[config.mk]
export PLATFORM = sky130hd
export DESIGN_NAME = word_unpacker
export DESIGN_NICKNAME = d
export VERILOG_FILES = /design/src/rtl/word_pack_pkg.sv /design/src/rtl/word_unpacker_bit_window_read.sv /design/src/rtl/word_unpacker.sv
export SDC_FILE = /design/constraint.sdc
export NUM_CORES = 1
export LEC_CHECK = 0
export CORE_ASPECT_RATIO = 1.25
export CORE_MARGIN = 4
export CORE_UTILIZATION = 38
export CTS_BUF_LIST = sky130_fd_sc_hd__clkbuf_8
export DETAILED_ROUTE_END_ITERATION = 12
export GPL_ROUTABILITY_DRIVEN = 0
export GPL_TIMING_DRIVEN = 0
export PLACE_DENSITY = 0.54
export SLEW_MARGIN = 20
export SYNTH_ARGS = -nofsm -noshare
export SYNTH_HDL_FRONTEND = slang
export SYNTH_SLANG_ARGS = --single-unit
export TNS_END_PERCENT = 20
[constraint.sdc]
create_clock -name clk -period 4.76 [get_ports clk]
set_clock_uncertainty 0.15 [all_clocks]
set_input_delay 0.476 -clock clk [delete_from_list [all_inputs] [get_ports clk]]
set_output_delay 0.476 -clock clk [all_outputs]
set_load 0.005 [all_outputs]
[src/rtl/word_pack_pkg.sv]
// word_pack_pkg
//   Shared constants and types for the 32<->40 bit width converters
//   (word_unpacker on the receive side, the 40->32 packer on readout).
//   Widths are fixed here and are not meant to be overridden per instance.
package word_pack_pkg;

    localparam int unsigned IN_W      = 32;   // input word width
    localparam int unsigned OUT_W     = 40;   // output frame width
    localparam int unsigned BUF_W     = 128;  // circular buffer depth in bits
    localparam int unsigned PTR_W     = 7;    // log2(BUF_W)
    localparam int unsigned CNT_W     = 8;    // holds 0..BUF_W inclusive

    // Accept a word only while a full word of space remains.
    localparam int unsigned READY_MAX = BUF_W - IN_W;
    // A frame is presentable once a full frame of bits is buffered.
    localparam int unsigned VALID_MIN = OUT_W;

    typedef logic [PTR_W-1:0] ptr_t;
    typedef logic [CNT_W-1:0] cnt_t;

endpackage

[src/rtl/word_unpacker_bit_window_read.sv]
// bit_window_read
//   Extracts WIN_W consecutive bits from a circular bit vector starting at
//   ptr_i, MSB-first: win_o[WIN_W-1-i] = vec_i[(ptr_i + i) mod VEC_W].
//   Purely combinational. VEC_W must equal 2**PTR_W so that the pointer
//   addition wraps naturally.
// Ports
//   vec_i  in   VEC_W  circular bit vector
//   ptr_i  in   PTR_W  index of the earliest bit
//   win_o  out  WIN_W  extracted window, earliest bit in the MSB
module bit_window_read #(
    parameter int unsigned VEC_W = 128,
    parameter int unsigned WIN_W = 40,
    parameter int unsigned PTR_W = 7
) (
    input  logic [VEC_W-1:0] vec_i,
    input  logic [PTR_W-1:0] ptr_i,
    output logic [WIN_W-1:0] win_o
);

    logic [PTR_W-1:0] idx;

    always_comb begin
        win_o = '0;
        idx   = '0;
        for (int unsigned i = 0; i < WIN_W; i++) begin
            idx                = ptr_i + PTR_W'(i);
            win_o[WIN_W-1-i]   = vec_i[idx];
        end
    end

endmodule

[src/rtl/word_unpacker.sv]
// word_unpacker
//   Rebuilds 40-bit frames from a 32-bit word stream, MSB-first, through a
//   128-bit circular bit buffer with valid/ready handshakes on both sides.
//   flush discards all buffered bits (pointers and count return to zero).
// Ports
//   clk         in   1   system clock
//   rst         in   1   asynchronous, active-high reset
//   s_valid     in   1   input word valid
//   s_ready     out  1   a full 32-bit word of space is available
//   s_data      in   32  input word, bit 31 earliest
//   m_valid     out  1   a complete 40-bit frame is buffered
//   m_ready     in   1   downstream accepts the frame
//   m_data      out  40  output frame, bit 39 earliest; zero when !m_valid
//   flush       in   1   synchronous discard of all buffered bits
//   bits_count  out  8   number of buffered bits, 0..128
module word_unpacker
    import word_pack_pkg::*;
(
    input  logic             clk,
    input  logic             rst,
    input  logic             s_valid,
    output logic             s_ready,
    input  logic [IN_W-1:0]  s_data,
    output logic             m_valid,
    input  logic             m_ready,
    output logic [OUT_W-1:0] m_data,
    input  logic             flush,
    output logic [CNT_W-1:0] bits_count
);

    localparam logic signed [CNT_W:0] IN_STEP  = (CNT_W+1)'(IN_W);
    localparam logic signed [CNT_W:0] OUT_STEP = (CNT_W+1)'(OUT_W);

    logic [BUF_W-1:0] cb_q, cb_d;
    ptr_t             wr_ptr_q, wr_ptr_d;
    ptr_t             rd_ptr_q, rd_ptr_d;
    cnt_t             count_q, count_d;

    logic              in_fire, out_fire;
    logic [OUT_W-1:0]  window;
    ptr_t              wr_idx;
    logic signed [CNT_W:0] cnt_sum;

    // Handshake flags depend only on registers, rst and flush.
    assign s_ready  = !rst && !flush && (count_q <= CNT_W'(READY_MAX));
    assign m_valid  = !rst && !flush && (count_q >= CNT_W'(VALID_MIN));
    assign in_fire  = s_valid && s_ready;
    assign out_fire = m_valid && m_ready;

    // The read window uses the pre-write rd_ptr/cb, so a same-cycle write
    // never bypasses into the frame being presented.
    bit_window_read #(
        .VEC_W (BUF_W),
        .WIN_W (OUT_W),
        .PTR_W (PTR_W)
    ) u_window (
        .vec_i (cb_q),
        .ptr_i (rd_ptr_q),
        .win_o (window)
    );

    assign m_data     = m_valid ? window : '0;
    assign bits_count = count_q;

    // Scatter the incoming word into the circular buffer, earliest bit first.
    always_comb begin
        cb_d   = cb_q;
        wr_idx = '0;
        if (in_fire) begin
            for (int unsigned i = 0; i < IN_W; i++) begin
                wr_idx       = wr_ptr_q + PTR_W'(i);
                cb_d[wr_idx] = s_data[IN_W-1-i];
            end
        end
    end

    always_comb begin
        wr_ptr_d = wr_ptr_q;
        rd_ptr_d = rd_ptr_q;
        cnt_sum  = $signed({1'b0, count_q});
        if (in_fire) begin
            wr_ptr_d = wr_ptr_q + PTR_W'(IN_W);
            cnt_sum  = cnt_sum + IN_STEP;
        end
        if (out_fire) begin
            rd_ptr_d = rd_ptr_q + PTR_W'(OUT_W);
            cnt_sum  = cnt_sum - OUT_STEP;
        end
        count_d = cnt_sum[CNT_W-1:0];
        if (flush) begin
            wr_ptr_d = '0;
            rd_ptr_d = '0;
            count_d  = '0;
        end
    end

    always_ff @(posedge clk or posedge rst) begin
        if (rst) begin
            wr_ptr_q <= '0;
            rd_ptr_q <= '0;
            count_q  <= '0;
        end else begin
            wr_ptr_q <= wr_ptr_d;
            rd_ptr_q <= rd_ptr_d;
            count_q  <= count_d;
        end
    end

    // Buffer contents are meaningless without the pointers, so no reset.
    always_ff @(posedge clk) begin
        cb_q <= cb_d;
    end

endmodule

* Word-level counts from Yosys, hierarchy flattened
Index checks and enable logic that the tools add are counted.
Storage, ports and cells: logic and storage cells 409, bits in registers 150, input bits 37, output and inout bits 50
Cells by class: multiplexer cells 184, magnitude comparators 106, $add $sub $neg 74, reduce and logical (&&, ||, !) cells 41
Operators with widths (count):
- bitwise mux 128 bit | 32
- < comparator 7 x 8 -> 1 bit, second input constant | 72
- binary-select mux 1 bit (select 7 bit) | 40
- adder 7 x 5 -> 7 bit, second input constant | 32
- demux 1 bit (select 7 bit) | 32
- >= comparator 7 x 1 -> 1 bit, second input constant | 32
- adder 7 x 4 -> 7 bit, second input constant | 16
- 2-to-1 mux 1 bit | 72
- adder 7 x 6 -> 7 bit, second input constant | 10
- adder 7 x 3 -> 7 bit, second input constant | 8
- 2-to-1 mux 40 bit | 1
- logical AND 1 bit | 37
- adder 7 x 2 -> 7 bit, second input constant | 4
- 2-to-1 mux 7 bit | 4
- 2-to-1 mux 8 bit | 3
- adder 7 x 1 -> 7 bit, second input constant | 2
- adder 8 x 6 -> 8 bit, second input constant | 1
- >= comparator 8 x 6 -> 1 bit, second input constant | 1
- less-or-equal comparator 8 x 7 -> 1 bit, second input constant | 1
- subtractor 8 x 7 -> 8 bit, second input constant | 1
- nonzero test 2 bit | 2
- zero test 1 bit | 2

* Depth between registers and ports, before layout
depth in word-level cells 36, depth in mapped cells 11, mapped depth without buffers 8

* Modules after synthesis
Synthesis repeated with hierarchy kept, for this count alone.
Unflattened totals: cell total of the unflattened synthesis 1498, area, all modules 18850.6 um^2
Modules (own cells, without submodules):
- bit_window_read | instances 1, area an instance 13060.0 um^2, cells each 1097, sequential area each 0.0 um^2
- word_unpacker | instances 1, area an instance 5790.6 um^2, cells each 401, sequential area each 4119.0 um^2

* Least setup slack after synthesis
No wires, ideal clock.
kind reg-to-output, start reg rd_ptr_q[4], end out m_data[15], data required time 4134 ps, path buffers 4, setup slack 1434 ps, arrival time 2700 ps, cell stages (with the launch flop) 10, cell sequence dfrtp_1 > buf_2 > buf_2 > inv_1 > ha_1 > buf_2 > buf_2 > mux4_2 > mux4_2 > and2_1
On the way: word-level cells in the longest chain between the ends 4
Ends and longest elaborated chain:
- from (decl) | line word_unpacker.sv:36 | ptr_t rd_ptr_q, rd_ptr_d;
- from (signal assigned) | line word_unpacker.sv:104 | rd_ptr_q <= rd_ptr_d;
- adder 7 x 5 -> 7 bit | line word_unpacker_bit_window_read.sv:26 | idx = ptr_i + PTR_W'(i);
- binary-select mux 1 bit (select 7 bit) | line word_unpacker_bit_window_read.sv:27 | win_o[WIN_W-1-i] = vec_i[idx];
- 2-to-1 mux 1 bit (not written as such) | line word_unpacker_bit_window_read.sv:27
- 2-to-1 mux 40 bit | line word_unpacker.sv:62 | assign m_data = m_valid ? window : '0;
- to (decl) | line word_unpacker.sv:26 | output logic [OUT_W-1:0] m_data,
No other way between the ends. The select of a mux whose other input is x is not followed.

* Worst setup path after layout
start reg rd_ptr_q[4], end out m_data[25]
On the way: word-level cells in the longest chain between the ends 4
Ends and longest elaborated chain (line):
- adder 7 x 4 -> 7 bit | word_unpacker_bit_window_read.sv:26
- binary-select mux 1 bit (select 7 bit) | word_unpacker_bit_window_read.sv:27
- 2-to-1 mux 1 bit (not written as such) | word_unpacker_bit_window_read.sv:27
- 2-to-1 mux 40 bit | word_unpacker.sv:62
No other way between the ends. The select of a mux whose other input is x is not followed.

==> results.md <==
* R2R depth at 5
* Part of the power in the clock network at 0.401
* Critical path type: flip-flop to output pin
* Post-synth cell types at 44
* Mapped Avg Cell Area at about 13 µm²
* Initial core utilization at 0.3891
* Biggest area consumer among synthesized cells: edfxtp_1
* Placeable core area at 0.02546 mm²
* Final-report max-slew violation count at 0
* Worst R2R Setup Slack at 1.36 ns
* Clock Latency Late Sink at approximately 0.47 ns
* Slew headroom at 0.2137
* Worst slew pin tran at 1.171 ns
* Pwr per Cell Area at 220.1 mW/mm²
* Sequential share of the synthesized area at 0.4159
* Yosys warning count at 0
* Synth area leaders: edfxtp_1 39%, mux4_2 25%, and2_1 8.6%
* CP startpoint: rd_ptr_q[4]
* Worst Setup Start Kind: flip-flop
* Worst Setup End Kind: output pin
* Synth Cell Area at just under 0.01 mm²
* Cts bufs inserted at 17
* Overall Power at approximately 2.6 mW
* CTS max path bufs at 2
* Post-Route Setup TNS at 0 ns
* CP arrival at between 4 and 5 ns
* Largest net degree at the start of global routing at 23
* I/O pin count at between 80 and 90
* Vias in the first global route at 7,857
* Vias at between 7,000 and 8,000
* Switching power at between 0.6 and 0.7 mW
* Share of cells above drive strength 1 at 0.2373
* Critical path data required time at 4.13 ns
* Worst flop-to-flop path endpoint: cb_q[65]
* CP Max Fanout at 10
* Tmin final at roughly 4.7 ns
* FF+latch area at approximately 0.0041 mm²
* Pre-Repair DR Iteration Count at 8
* Syn Inst Count at approximately 750
* Fin nets at between 900 and 1,000
* Unrepaired setup endpoints after global routing: no
* CTS tree: yes
* Tot GR Track Use at 0.2611
* Gr ovfl total at 0
* Post-DP HPWL at roughly 26,000 µm
* Max Freq at around 210 MHz
* Hold bufs inserted after CTS at 0
* Die Wd at between 150 and 200 µm
* Fin util at 0.4596
* Area of the multi-input gates at between 0.005 and 0.006 mm²
* #FFs+latches synth at 139
* Fillcell total at about 2,300
* Final setup viols at 0
* Sequential share of power at 0.527
* Most frequent cells in the layout: 132 x and2_1, 128 x edfxtp_1, 112 x mux4_2
* Synth top area share at 0.3881
* HP Class: primary input to asynchronous set/reset pin
* Sink Count at roughly 140
* Setup crit end: m_data[25]
* Area grow syn2layout at 18.13%
* Post-CTS Setup Bufs at 0
* CTS H-tree lvls at 4
* Die extent in y at 188.5 µm
* Via density at approximately 6.4
* Diodes inserted at 0
* Clock-pin slew on the worst setup and hold paths at around 0.10 ns
* Fin crit share at 0.9852
* Final hold violations at 0
* Post-route ant nets at 0
* Switching power share of the total at 0.2439
* Residual DRC count at 0
* Int Power at around 2 mW
* Combinational share of power at 0.073
* CTS root buf: clkbuf_8
* First-pass GRT wire length at ~54,000 µm
* DRT iter0 DRCs at 1,011
* Most common cell after layout, fill and taps aside: and2_1
* Antenna violations before repair at 2
* Die area at approximately 0.029 mm²
* Cell Rows at between 60 and 70
* Number of buffers added on ports at 83
* Leakage at 3.718 nW
* Routed len/inst at around 31 µm
* Final WL at between 30,000 and 40,000 µm
* Maximum VDD drop at between 150 and 200 µV
* Reg-to-Reg Start: wr_ptr_q[5]
* Max Cap Violations at 0
* Outcome: finished, final reports clean
-- what timing repair did --
action / 4_1_cts / 5_1_grt
gates resized for setup: 13 / 3
setup endpoints to repair: 16 / 14
pin swaps: 0 / 0
hold endpoints to repair: 0 / 0
-- Yosys cell counts, drive strengths merged --
master	number
and2	136
edfxtp	128
mux4	112
mux2i	47
buf	42
nand2	37
o21ai	35
a21oi	34
clkbuf	22
mux2	22
ha	20
nor3	19
nor2	15
dfrtp	11
inv	10
a211oi	9
xnor2	9
o22ai	8
xor2	8
a31oi	4
nand2b	2
o211ai	2
or3	2
a2111o	1
a211o	1
a221oi	1
a311oi	1
a32o	1
a41oi	1
clkinv	1
conb	1
nand3	1
nor3b	1
nor4	1
o21a	1
o31a	1
or4b	1
-- per-stage QoR --
| step | cell area [µm²] | hold slack (ns) | setup slack, ns | std cells |
|---|---|---|---|---|
| global route | 11700 | 0.3015 | 0.001575 | 1203 |
| CTS | 11690 | 0.2470 | 0.02552 | 1203 |
| floorplan | 9912 | 0.1784 | 1.434 | 750 |
| detailed placement | 11260 | 0.5089 | -0.2049 | 1172 |
| finish | 11700 | 0.2551 | 0.07034 | 1203 |
| global placement | 11160 | 0.4869 | -0.1355 | 1168 |
-- routing by layer --
metal | vias up | part of all wire | track usage
li1 | 3119 | - | -
met1 | 3885 | 0.36 | 0.3249
met2 | 571 | 0.49 | 0.4331
met3 | 126 | 0.096 | 0.06249
met4 | 0 | 0.050 | 0.1190
met5 | - | 0 | 0
-- logic make-up after synthesis --
kind of cell             synth area share
multiplexers                       0.3272
XOR/XNOR                          0.01503
flip-flops                         0.4159
adder cells (fa/ha/maj)           0.02527
other                           0.0003786
buffers and inverters             0.03638
AND/OR/NAND/NOR                    0.1206
AO/OA/AOI/OAI                     0.05925
-- critical path, stage by stage (launching register included) --
cell	delay [ns]
dfrtp_2	0.46
buf_6	0.22
buf_4	0.28
inv_1	0.21
ha_1	0.33
buf_2	0.21
buf_4	0.27
clkbuf_4	0.31
nor3_1	0.10
a211oi_1	0.23
o21ai_0	0.11
a21oi_1	0.28
clkdlybuf4s50_1	0.56
-- worst min-delay path by stage --
stage / cells after the start / end / from
2_1_floorplan: 1 / bits_count[3] / rst
3_3_place_gp: 2 / wr_ptr_q[5] / wr_ptr_q[5]
3_5_place_dp: 2 / bits_count[4] / bits_count[4]
4_1_cts: 2 / bits_count[3] / rst
5_1_grt: 2 / bits_count[5] / rst
6_report: 2 / rd_ptr_q[4] / rst
-- power by group through the flow --
stage / sequential, mW / combinational [mW] / clock [mW]
floorplan: 1.38 / 0.0920 / 0
global route: 1.36 / 0.201 / 1.09
detailed placement: 1.38 / 0.186 / 0
CTS: 1.36 / 0.187 / 1.03
global placement: 1.38 / 0.179 / 0
finish: 1.36 / 0.188 / 1.03
-- cell type report --
type / instances / area share
tap: 335 / 0.03582
sequential: 139 / 0.3522
multi-input combinational: 536 / 0.4651
inverter: 11 / 0.003529
clock inverter: 15 / 0.01476
timing repair buffer: 87 / 0.07914
clock buffer: 17 / 0.02000
buffer: 63 / 0.02952
-- flip-flops by register name (all words and copies together), names as in the netlist --
name	flops
wr_ptr_q	2
bits_count	5
rd_ptr_q	4
cb_q	128
No activity file was read; power rests on OpenSTA's default activity.
